`src/rtl/conv_frame_ctrl.sv`:
```
// Frame controller for a convolutional encoder: accepts NUM data bits from
// upstream, appends TAIL zero flush bits, then reports frame completion.
module conv_frame_ctrl #(
  parameter int NUM  = 2047,
  parameter int LEN  = 11,
  parameter int TAIL = 6
) (
  input  logic           clk_sig,
  input  logic           reset_sig,
  input  logic           start_sig,
  input  logic           abort_sig,
  input  logic           in_valid_sig,
  input  logic           in_bit_sig,
  output logic           in_ready_sig,
  output logic           enc_clr_sig,
  output logic           enc_en_sig,
  output logic           enc_bit_sig,
  output logic [LEN-1:0] counter_sig,
  output logic [1:0]     state_sig,
  output logic           busy_sig,
  output logic           done_sig,
  output logic [7:0]     frame_cnt_sig
);

  typedef enum logic [1:0] {
    S_IDLE = 2'd0,
    S_DATA = 2'd1,
    S_TAIL = 2'd2,
    S_DONE = 2'd3
  } state_t;

  localparam logic [LEN-1:0] DATA_LAST = LEN'(NUM - 1);
  localparam logic [LEN-1:0] TAIL_LAST = LEN'(TAIL - 1);

  state_t         state;
  state_t         state_nxt;
  logic [LEN-1:0] counter_nxt;
  logic           clr_nxt;
  logic           frame_inc;
  logic           transfer;

  always_ff @(posedge clk_sig or negedge reset_sig) begin
    if (!reset_sig) begin
      state         <= S_IDLE;
      counter_sig   <= '0;
      enc_clr_sig   <= 1'b0;
      frame_cnt_sig <= 8'd0;
    end else begin
      state       <= state_nxt;
      counter_sig <= counter_nxt;
      enc_clr_sig <= clr_nxt;
      if (frame_inc)
        frame_cnt_sig <= frame_cnt_sig + 8'd1;
    end
  end

  always_comb begin
    state_nxt    = state;
    counter_nxt  = counter_sig;
    clr_nxt      = 1'b0;
    frame_inc    = 1'b0;
    in_ready_sig = (state == S_DATA) && !abort_sig;
    transfer     = in_ready_sig && in_valid_sig;
    enc_en_sig   = transfer || ((state == S_TAIL) && !abort_sig);
    enc_bit_sig  = (state == S_DATA) ? in_bit_sig : 1'b0;

    // Abort always lands in IDLE with a cleared counter; DONE ignores it.
    case (state)
      S_IDLE: begin
        if (start_sig && !abort_sig) begin
          state_nxt   = S_DATA;
          counter_nxt = '0;
          clr_nxt     = 1'b1;
        end
      end
      S_DATA: begin
        if (abort_sig) begin
          state_nxt   = S_IDLE;
          counter_nxt = '0;
        end else if (transfer) begin
          if (counter_sig == DATA_LAST) begin
            state_nxt   = S_TAIL;
            counter_nxt = '0;
          end else begin
            counter_nxt = counter_sig + 1'b1;
          end
        end
      end
      S_TAIL: begin
        if (abort_sig) begin
          state_nxt   = S_IDLE;
          counter_nxt = '0;
        end else if (counter_sig == TAIL_LAST) begin
          state_nxt   = S_DONE;
          counter_nxt = '0;
          frame_inc   = 1'b1;
        end else begin
          counter_nxt = counter_sig + 1'b1;
        end
      end
      S_DONE: begin
        state_nxt   = S_IDLE;
        counter_nxt = '0;
      end
      default: begin
        state_nxt   = S_IDLE;
        counter_nxt = '0;
      end
    endcase
  end

  assign state_sig = state;
  assign busy_sig  = (state != S_IDLE);
  assign done_sig  = (state == S_DONE);

endmodule

```
`config.mk`:
```
export PLATFORM = sky130hd
export DESIGN_NAME = conv_frame_ctrl
export DESIGN_NICKNAME = d
export VERILOG_FILES = /design/src/rtl/conv_frame_ctrl.sv
export SDC_FILE = /design/constraint.sdc
export NUM_CORES = 1
export LEC_CHECK = 0
export ABC_AREA = 1
export BUFFER_PORTS_ARGS = -buffer_cell sky130_fd_sc_hd__buf_2
export CORE_MARGIN = 1
export CORE_UTILIZATION = 46
export DETAILED_ROUTE_END_ITERATION = 6
export GPL_ROUTABILITY_DRIVEN = 0
export PLACE_DENSITY_LB_ADDON = 0.3
export SLEW_MARGIN = 0
export SYNTH_ARGS = -nofsm -noshare
export SYNTH_HDL_FRONTEND = slang
export SYNTH_SLANG_ARGS = --single-unit
```
`constraint.sdc`:
```
create_clock -name clk_sig -period 2.25 [get_ports clk_sig]
set_clock_uncertainty 0.15 [all_clocks]
set_input_delay 0.3375 -clock clk_sig [delete_from_list [all_inputs] [get_ports clk_sig]]
set_output_delay 0.3375 -clock clk_sig [all_outputs]
set_load 0.005 [all_outputs]
```
# Word level (Yosys, flattened, before mapping)
# Index checks and enable logic that the tools add are counted.
# word_totals
regBits	22
latch_bits	0
ramBits	0
rom_bits	0
input_bits	6
word_cells	45
memories	0
# classes
add_sub_neg	2
mul	0
n_div	0
magnitude_cmp	0
n_eq_ne	9
n_shift	0
muxes	20
bitwise	0
reduce_logical	10
# op_table
op	n
$mux 11	6
$pmux 11 s4	1
$mux 2	6
$add 11x1->11 const B	1
$eq 11x11->1 const B	1
$eq 11x3->1 const B	1
$add 8x1->8 const B	1
$pmux 2 s4	1
$mux 1	6
$ne 3x2->1 const B	2
$eq 2x2->1 const B	2
$logic_and 1x1->1	4
$reduce_and 4->1	1
$ne 3x3->1 const B	1
$eq 2x1->1 const B	1
$logic_not 2->1	1
$ne 2x2->1 const B	1
$reduce_and 2->1	1
$reduce_bool 2->1	1
$logic_not 1->1	1
$logic_or 1x1->1	1

# Depth between registers and ports, before layout
# Gate-level depths: netlist of run 1.
# depth
ltp_word	6
mapped_depth	11

# Worst setup path after synthesis of run 1
# OpenSTA, ideal clock, no wires.
# synth_path
kind	flip-flop to flip-flop
startpoint	register state[1], in the netlist state_sig[1]
endpoint	register counter_sig[9]
setup_ns	0.124
arrival_time_ns	1.421
slack_ns	0.555
stages_incl_launch_ff	12
path_cell_list	dfrtp_1 -> inv_1 -> ha_1 -> inv_1 -> nor2_2 -> nand2_1 -> nand2_1 -> buf_4 -> nor2_4 -> nand2_1 -> xor2_1 -> nor2_1
# synth_via
elab_chain_len	5
elab_cells_between_ends	10
cone_classes	eq/ne: 5; mux: 1; reduce/logical: 4
# synth_rtl
element	line	rtl
start: declaration	35	state_t state;
start signal: assignment	49	state <= state_nxt;
$eq 2x1->1	62	in_ready_sig = (state == S_DATA) && !abort_sig;
$logic_and 1x1->1	62	
named net in_ready_sig	14	output logic in_ready_sig,
$logic_and 1x1->1	63	transfer = in_ready_sig && in_valid_sig;
$ne 3x3->1 (no source line)	--	
$reduce_and 2->1 (no source line)	--	
end signal: assignment	50	counter_sig <= counter_nxt;
end: declaration	18	output logic [LEN-1:0] counter_sig,
# The timed path passes the listed nets, and every way through them passes these cells.
# A chain may end at the register's enable or synchronous reset.

# Worst setup path in the final report of run 1
# layout_path
startpoint	register state[1], in the netlist state_sig[1]
endpoint	output enc_en_sig
# layout_via
elab_chain_len	4
elab_cells_between_ends	6
cone_classes	eq/ne: 2; reduce/logical: 4
# layout_rtl
element	line	rtl
$eq 2x1->1	62	
$logic_and 1x1->1	62	
$logic_and 1x1->1	63	
$logic_or 1x1->1 *	64	enc_en_sig = transfer || ((state == S_TAIL) && !abort_sig);
end: declaration	16	output logic enc_en_sig,
# Every way passes the cells marked *; elsewhere a longest branch is shown, timed or not.

==> results of run 1 <==
-- kinds of logic (layout without fill, tap and decap cells) --
family | after synthesis | in the layout | share of synthesized area [%]
flip-flops | 22 | 22 | 40.4
buffers and inverters | 32 | 69 | 9.09
AO/OA/AOI/OAI | 17 | 17 | 7.16
AND/OR/NAND/NOR | 86 | 86 | 28.3
adder cells (fa/ha/maj) | 8 | 8 | 7.35
XOR/XNOR | 12 | 12 | 7.71
-- flip-flops by register name, indices dropped and copies added, names as in the netlist --
name / flops
enc_clr_sig: 1
state_sig: 2
counter_sig: 11
frame_cnt_sig: 8
-- worst min-delay path by stage --
stage / end / slack (ns) / cells past startpoint
final: enc_clr_sig / 0.09 / 3
after global routing: enc_clr_sig / 0.1 / 3
after CTS: enc_clr_sig / 0.08 / 3
after detailed placement: enc_clr_sig / 0.19 / 1
after global placement: frame_cnt_sig[7] / 0.18 / 1
after floorplan: counter_sig[0] / -0.11 / 0
-- placed cells by master (no fill, tap or decap), drive strengths merged --
cell         count
o21ai           13
o22ai            1
nor3             5
nand2           37
nand4            8
xor2             9
ha               8
xnor2            3
dfrtp           22
a21oi            3
nand3            7
clkbuf           4
dlygate4sd3      1
inv             31
buf             33
nor2            29
-- power breakdown --
part	internal [mW]	total, mW	switching (mW)
Sequential	0.429	0.469	0.0404
Clock	0.0988	0.217	0.118
Combinational	0.157	0.422	0.265
Total	0.685	1.11	0.423
-- layout make-up --
type	count	area, µm²	area share [%]
Timing Repair Buffer	34	178	11.1
Clock buffer	4	36.3	2.26
Tap cell	31	38.8	2.41
Sequential cell	22	551	34.2
Multi-Input combinational cell	123	688	42.8
Inverter	31	116	7.24
-- layer usage --
metal	vias up	part of all wire [%]	global-route usage [%]
li1	629	-	-
met1	537	48	27.2
met2	30	46	30.1
met3	2	5.8	5.76
met4	0	0.69	2.79
met5	-	0	0
-- metrics by stage --
step	instances	util, %	worst slack (ns)	area (µm²)	hold WS [ns]
2_1_floorplan	177	-	0.555	1360	-0.108
3_3_place_gp	240	56.1	0.313	1560	0.185
3_5_place_dp	240	56.1	0.298	1560	0.192
4_1_cts	245	57.8	0.199	1610	0.0829
5_1_grt	245	57.8	0.00809	1610	0.0975
6_report	245	57.8	0.227	1610	0.0939
-- critical path, delay by kind of cell, from the launching register on --
| family | cells | cell delay, ns |
|---|---|---|
| buffers and inverters | 4 | 0.35 |
| adder cells (fa/ha/maj) | 1 | 0.18 |
| AO/OA/AOI/OAI | 1 | 0.13 |
| flip-flops | 1 | 0.44 |
| AND/OR/NAND/NOR | 1 | 0.14 |
==> impl_metrics.sql, run 1 <==
INSERT INTO impl_metrics (metric_group, metric, value, unit) VALUES
('die', 'design.core.area', '2780', 'µm²'),
('min_path', 'hold_class', 'primary input to register', ''),
('power_and_ir_drop', 'vdd_drop_max', '0.634', 'mV'),
('timing', 'max_freq', '494', 'MHz'),
('critical_path', 'max_stage_delay', '0.44', 'ns'),
('clock_network', 'clock_tree.buffer_depth', '2', ''),
('critical_path', 'data_arrival_time_of_the_worst_path', '1.54', 'ns'),
('global_route', 'globalRoute.totalOverflow', '0', ''),
('cells_and_area', 'layout-area-overhead-vs-synth', '18.0', '%'),
('clock_network', 'cts.hold.buffers_added', '1', ''),
('clock_network', 'postCtsSetupRepairBufs', '0', ''),
('synthesis', 'synth_async_sr_flop_share', '100', '%'),
('timing', 'relative_max_transition_margin', '66.5', '%'),
('timing', 'report.final.slew_viol_count', '0', ''),
('synthesis', 'yosys.cell_count.top_type', 'sky130_fd_sc_hd__nand2_1', ''),
('min_path', 'hp-start', 'start_sig', ''),
('die', 'height_of_the_die', '56.4', 'µm'),
('critical_path', 'worst-r2r-setup-slack', '0.28', 'ns'),
('synthesis', 'number_of_standard_cells_after_synthesis', '177', ''),
('synthesis', 'synthesis.yosys.warnings', '0', ''),
('global_route', 'vias_in_the_first_global_route', '1120', ''),
('timing', 'fin_setup_tns', '0', 'ns'),
('global_route', 'grt_first_pass_wirelength', '4890', 'µm'),
('clock_network', 'cts_made_buffers', '3', ''),
('cells_and_area', 'drive_above_1_share', '21.0', '%'),
('synthesis', 'synth_enable_flop_cells', '0', ''),
('global_route', 'grt_start_max_net_pins', '23', ''),
('power_and_ir_drop', 'fin_total_pwr', '1.11', 'mW'),
('die', 'design.portCount', '33', ''),
('synthesis', 'synth_cell_type_count', '19', ''),
('power_and_ir_drop', 'power-per-cell-area', '689', 'nW/µm²'),
('timing', 'rsz_0062_raised_after_global_routing', 'no', ''),
('synthesis', 'yosysSeqAreaShare', '40.4', '%'),
('global_route', 'globalRouteTotalUtil', '19.3', '%'),
('routing', 'routed_via_density', '4.89', ''),
('synthesis', 'synth_top_flop_cell', 'sky130_fd_sc_hd__dfrtp_1', ''),
('timing', 'setup_viol_count_final', '0', ''),
('die', 'die_width', '56.4', 'µm'),
('timing', 'hold_viol_final', '0', ''),
('routing', 'post-route-drc-count', '0', ''),
('clock_network', 'ctsHtreeMaxLevel', '1', ''),
('synthesis', 'synth_seq_cells', '22', ''),
('critical_path', 'end_of_the_worst_register_to_register_path', 'counter_sig[8]', ''),
('synthesis', 'synth_top_cells_by_count', 'sky130_fd_sc_hd__nand2_1 (36), sky130_fd_sc_hd__inv_1 (31), sky130_fd_sc_hd__nor2_1 (25)', ''),
('routing', 'route.antenna.remaining_nets', '0', ''),
('cells_and_area', 'antenna-diode-count', '0', ''),
('synthesis', 'synth_largest_area_cell', 'sky130_fd_sc_hd__dfrtp_1', ''),
('routing', 'total_detailed_routing_wirelength', '2760', 'µm'),
('timing', 'fin_crit_sh', '89.9', '%'),
('timing', 'max_slew.worst_pin.slew', '0.502', 'ns'),
('critical_path', 'critical_path_class', 'register to primary output', ''),
('critical_path', 'crit_chain', 'inv_1 -> ha_1 -> inv_1 -> nor2_2 -> inv_1 -> o21ai_0 -> buf_2', ''),
('synthesis', 'synthesis.area_per_instance', '7.70', 'µm²'),
('cells_and_area', 'num-nets-final', '229', ''),
('critical_path', 'crit_start', 'state_sig[1]', ''),
('critical_path', 'critical_path.endpoint_type', 'primary output', ''),
('critical_path', 'cp_data_required_time', '1.76', 'ns'),
('timing', 'final_period_minus_worst_setup_slack', '2.02', 'ns'),
('critical_path', 'worst_path_max_delay_cell', 'sky130_fd_sc_hd__dfrtp_1', ''),
('die', 'initial_core_util', '49.0', '%'),
('routing', 'drt-wirelength-per-cell', '11.3', 'µm'),
('critical_path', 'timing.critical_path.fanout_max', '4', ''),
('clock_network', 'cts_root_buffer', 'sky130_fd_sc_hd__clkbuf_4', ''),
('global_route', 'grt_antenna_before_repair', '0', ''),
('clock_network', 'tritoncts', 'yes', ''),
('power_and_ir_drop', 'total_leakage_power', '0.827', 'nW'),
('clock_network', 'tritoncts_num_sinks', '22', ''),
('critical_path', 'start_kind', 'register', ''),
('outcome', 'run_status', 'completed', ''),
('placement', 'placement.io_buffers', '32', ''),
('clock_network', 'clk-insertion-delay-late', '0.31', 'ns');
Note: power is estimated with default switching activity, not from simulation.
==> run 2: changes to the inputs <==
CORE_ASPECT_RATIO = 0.75   (was unset)
==> run 2 against run 1 <==
Effect of this change:
- maximum frequency fell by 0.56%
- register-to-register slack barely moved
- largest power group unchanged
- routed wire length rose by 1.5%
==> impl_metrics.sql, run 2 (same netlist as run 1, synthesis figures left out) <==
INSERT INTO impl_metrics (metric_group, metric, value, unit) VALUES
('clock_network', 'postCtsSetupRepairBufs', '0', ''),
('routing', 'route.antenna.remaining_nets', '0', ''),
('global_route', 'grt_first_pass_wirelength', '5040', 'µm'),
('cells_and_area', 'fillCellCount', '259', ''),
('global_route', 'globalRoute.totalOverflow', '0', ''),
('critical_path', 'timing.critical_path.fanout_max', '4', ''),
('min_path', 'hold_class', 'primary input to register', ''),
('routing', 'first_drt_pass_iteration_count', '4', ''),
('routing', 'detailedRoute.firstIterationViolations', '61', ''),
('clock_network', 'tritoncts_num_sinks', '22', ''),
('timing', 'fin_setup_tns', '0', 'ns'),
('critical_path', 'critical_path.endpoint', 'enc_en_sig', ''),
('critical_path', 'worst-path-buf-inv', '4', ''),
('routing', 'routed-wl-met2', '1120', 'µm'),
('flow_run', 'max-cap-violations', '0', ''),
('timing', 'fin_crit_sh', '90.4', '%'),
('routing', 'drt-wirelength-per-cell', '11.2', 'µm'),
('routing', 'met1Wirelength', '1530', 'µm'),
('timing', 'setup_viol_count_final', '0', ''),
('cells_and_area', 'layout.cells.most_common', 'sky130_fd_sc_hd__nand2_1', ''),
('cells_and_area', 'drive_above_1_share', '21.0', '%'),
('placement', 'placement.io_buffers', '32', ''),
('clock_network', 'cts_root_buffer', 'sky130_fd_sc_hd__clkbuf_8', ''),
('critical_path', 'critPathMostFrequentCell', 'sky130_fd_sc_hd__inv_1', ''),
('critical_path', 'critical_path.endpoint_type', 'primary output', ''),
('routing', 'total_detailed_routing_wirelength', '2800', 'µm'),
('clock_network', 'cts_made_buffers', '3', ''),
('die', 'height_of_the_die', '49.1', 'µm'),
('die', 'design.portCount', '33', ''),
('critical_path', 'end_of_the_worst_register_to_register_path', 'counter_sig[4]', ''),
('clock_network', 'clkSlewWorstSetupHoldPaths', '0.08', 'ns'),
('critical_path', 'crit_chain', 'inv_1 -> ha_1 -> inv_1 -> nor2_2 -> inv_1 -> o21ai_0 -> buf_2', ''),
('global_route', 'globalRouteTotalUtil', '20.6', '%'),
('power_and_ir_drop', 'fin_total_pwr', '1.27', 'mW'),
('timing', 'rsz_0062_raised_after_global_routing', 'no', ''),
('die', 'die_width', '64.8', 'µm'),
('critical_path', 'crit-reg2reg-launch', 'state_sig[1]', ''),
('timing', 'max_slew.worst_pin.slew', '0.470', 'ns'),
('global_route', 'grt_start_max_net_pins', '23', ''),
('cells_and_area', 'num-nets-final', '229', ''),
('critical_path', 'start_kind', 'register', ''),
('routing', 'routed_via_density', '4.88', ''),
('routing', 'dr_wl_met3', '140', 'µm'),
('critical_path', 'data_arrival_time_of_the_worst_path', '1.55', 'ns'),
('power_and_ir_drop', 'vdd_drop_max', '0.516', 'mV'),
('cells_and_area', 'largest_reg_flops', '11', ''),
('die', 'die_area', '3190', 'µm²'),
('routing', 'highest_layer', 'met4', ''),
('die', 'initial_core_util', '50.4', '%'),
('critical_path', 'cp.depth', '7', ''),
('timing', 'hold_viol_final', '0', ''),
('cells_and_area', 'antenna-diode-count', '0', ''),
('clock_network', 'tritoncts', 'yes', ''),
('cells_and_area', 'layout_common_cells', 'sky130_fd_sc_hd__nand2_1 (36), sky130_fd_sc_hd__buf_2 (32), sky130_fd_sc_hd__inv_1 (31)', ''),
('critical_path', 'max_stage_delay', '0.42', 'ns'),
('critical_path', 'cpLargestDelayFamily', 'flip-flops', ''),
('critical_path', 'cp_data_required_time', '1.76', 'ns'),
('power_and_ir_drop', 'power-per-cell-area', '772', 'nW/µm²'),
('timing', 'max_freq', '491', 'MHz'),
('clock_network', 'ctsHtreeMaxLevel', '1', ''),
('critical_path', 'crit_start', 'state_sig[1]', ''),
('global_route', 'vias_in_the_first_global_route', '1068', ''),
('cells_and_area', 'layout-area-overhead-vs-synth', '21.0', '%'),
('critical_path', 'critical_path_class', 'register to primary output', ''),
('outcome', 'run_status', 'completed', ''),
('cells_and_area', 'registers.top_by_ff_count', 'counter_sig', ''),
('critical_path', 'worst_path_max_delay_cell', 'sky130_fd_sc_hd__dfrtp_1', ''),
('die', 'rows', '16', ''),
('placement', 'place.detailed.hpwl', '2160', 'µm'),
('routing', 'dr_total_vias', '1219', ''),
('timing', 'relative_max_transition_margin', '68.7', '%'),
('clock_network', 'clock_tree.buffer_depth', '2', ''),
('clock_network', 'clk-insertion-delay-late', '0.26', 'ns'),
('routing', 'post-route-drc-count', '0', ''),
('timing', 'report.final.slew_viol_count', '0', ''),
('global_route', 'grt_antenna_before_repair', '0', ''),
('timing', 'final_period_minus_worst_setup_slack', '2.03', 'ns'),
('critical_path', 'rr_worst_depth', '10', ''),
('die', 'design.core.area', '2700', 'µm²'),
('power_and_ir_drop', 'total_leakage_power', '0.842', 'nW'),
('critical_path', 'worst-r2r-setup-slack', '0.29', 'ns');
run 2: cell count changes in the layout (fill, tap and decap cells not counted), sizes merged:
cell / change
bufinv: +1
clkbuf: -1
run 2: final cells by class:
type                            count  area (µm²)  share of cell area, %
Clock buffer                        3        41.3                   2.50
Clock inverter                      1        30.0                   1.82
Multi-Input combinational cell    123         688                   41.7
Timing Repair Buffer               34         178                   10.8
Sequential cell                    22         551                   33.4
Inverter                           31         116                   7.06
Tap cell                           36        45.0                   2.73
run 2: worst min-delay path by stage:
stage | endpoint | cells past startpoint | start
2_1_floorplan | counter_sig[0] | 0 | reset_sig
6_report | enc_clr_sig | 2 | abort_sig
3_5_place_dp | counter_sig[4] | 1 | reset_sig
4_1_cts | enc_clr_sig | 3 | start_sig
5_1_grt | enc_clr_sig | 3 | start_sig
3_3_place_gp | counter_sig[4] | 1 | reset_sig
run 2: routing by layer:
layer / up-vias / track usage (%)
li1: 629 / -
met1: 552 / 33.1
met2: 36 / 28.3
met3: 2 / 5.61
met4: 0 / 1.11
met5: - / 0
run 2: timing repair:
action                    CTS  global route
hold buffers                1             0
gates resized for setup     0             0
hold endpoints to repair   22             0
run 2: where the power goes:
part | internal, mW | total [mW] | leakage, nW | switching (mW)
registers | 0.429 | 0.470 | 0.290 | 0.0410
clock network | 0.237 | 0.360 | 0.0357 | 0.123
logic | 0.157 | 0.444 | 0.516 | 0.286
run 2: per-stage QoR:
stage	setup WS (ns)	cell area (µm²)	instances	utilization [%]	hold WS, ns
2_1_floorplan	0.555	1360	177	-	-0.108
4_1_cts	0.212	1650	250	61.0	0.169
6_report	0.215	1650	250	61.0	0.179
3_3_place_gp	0.373	1570	245	58.0	0.182
3_5_place_dp	0.314	1570	245	58.0	0.178
5_1_grt	0.0685	1650	250	61.0	0.170
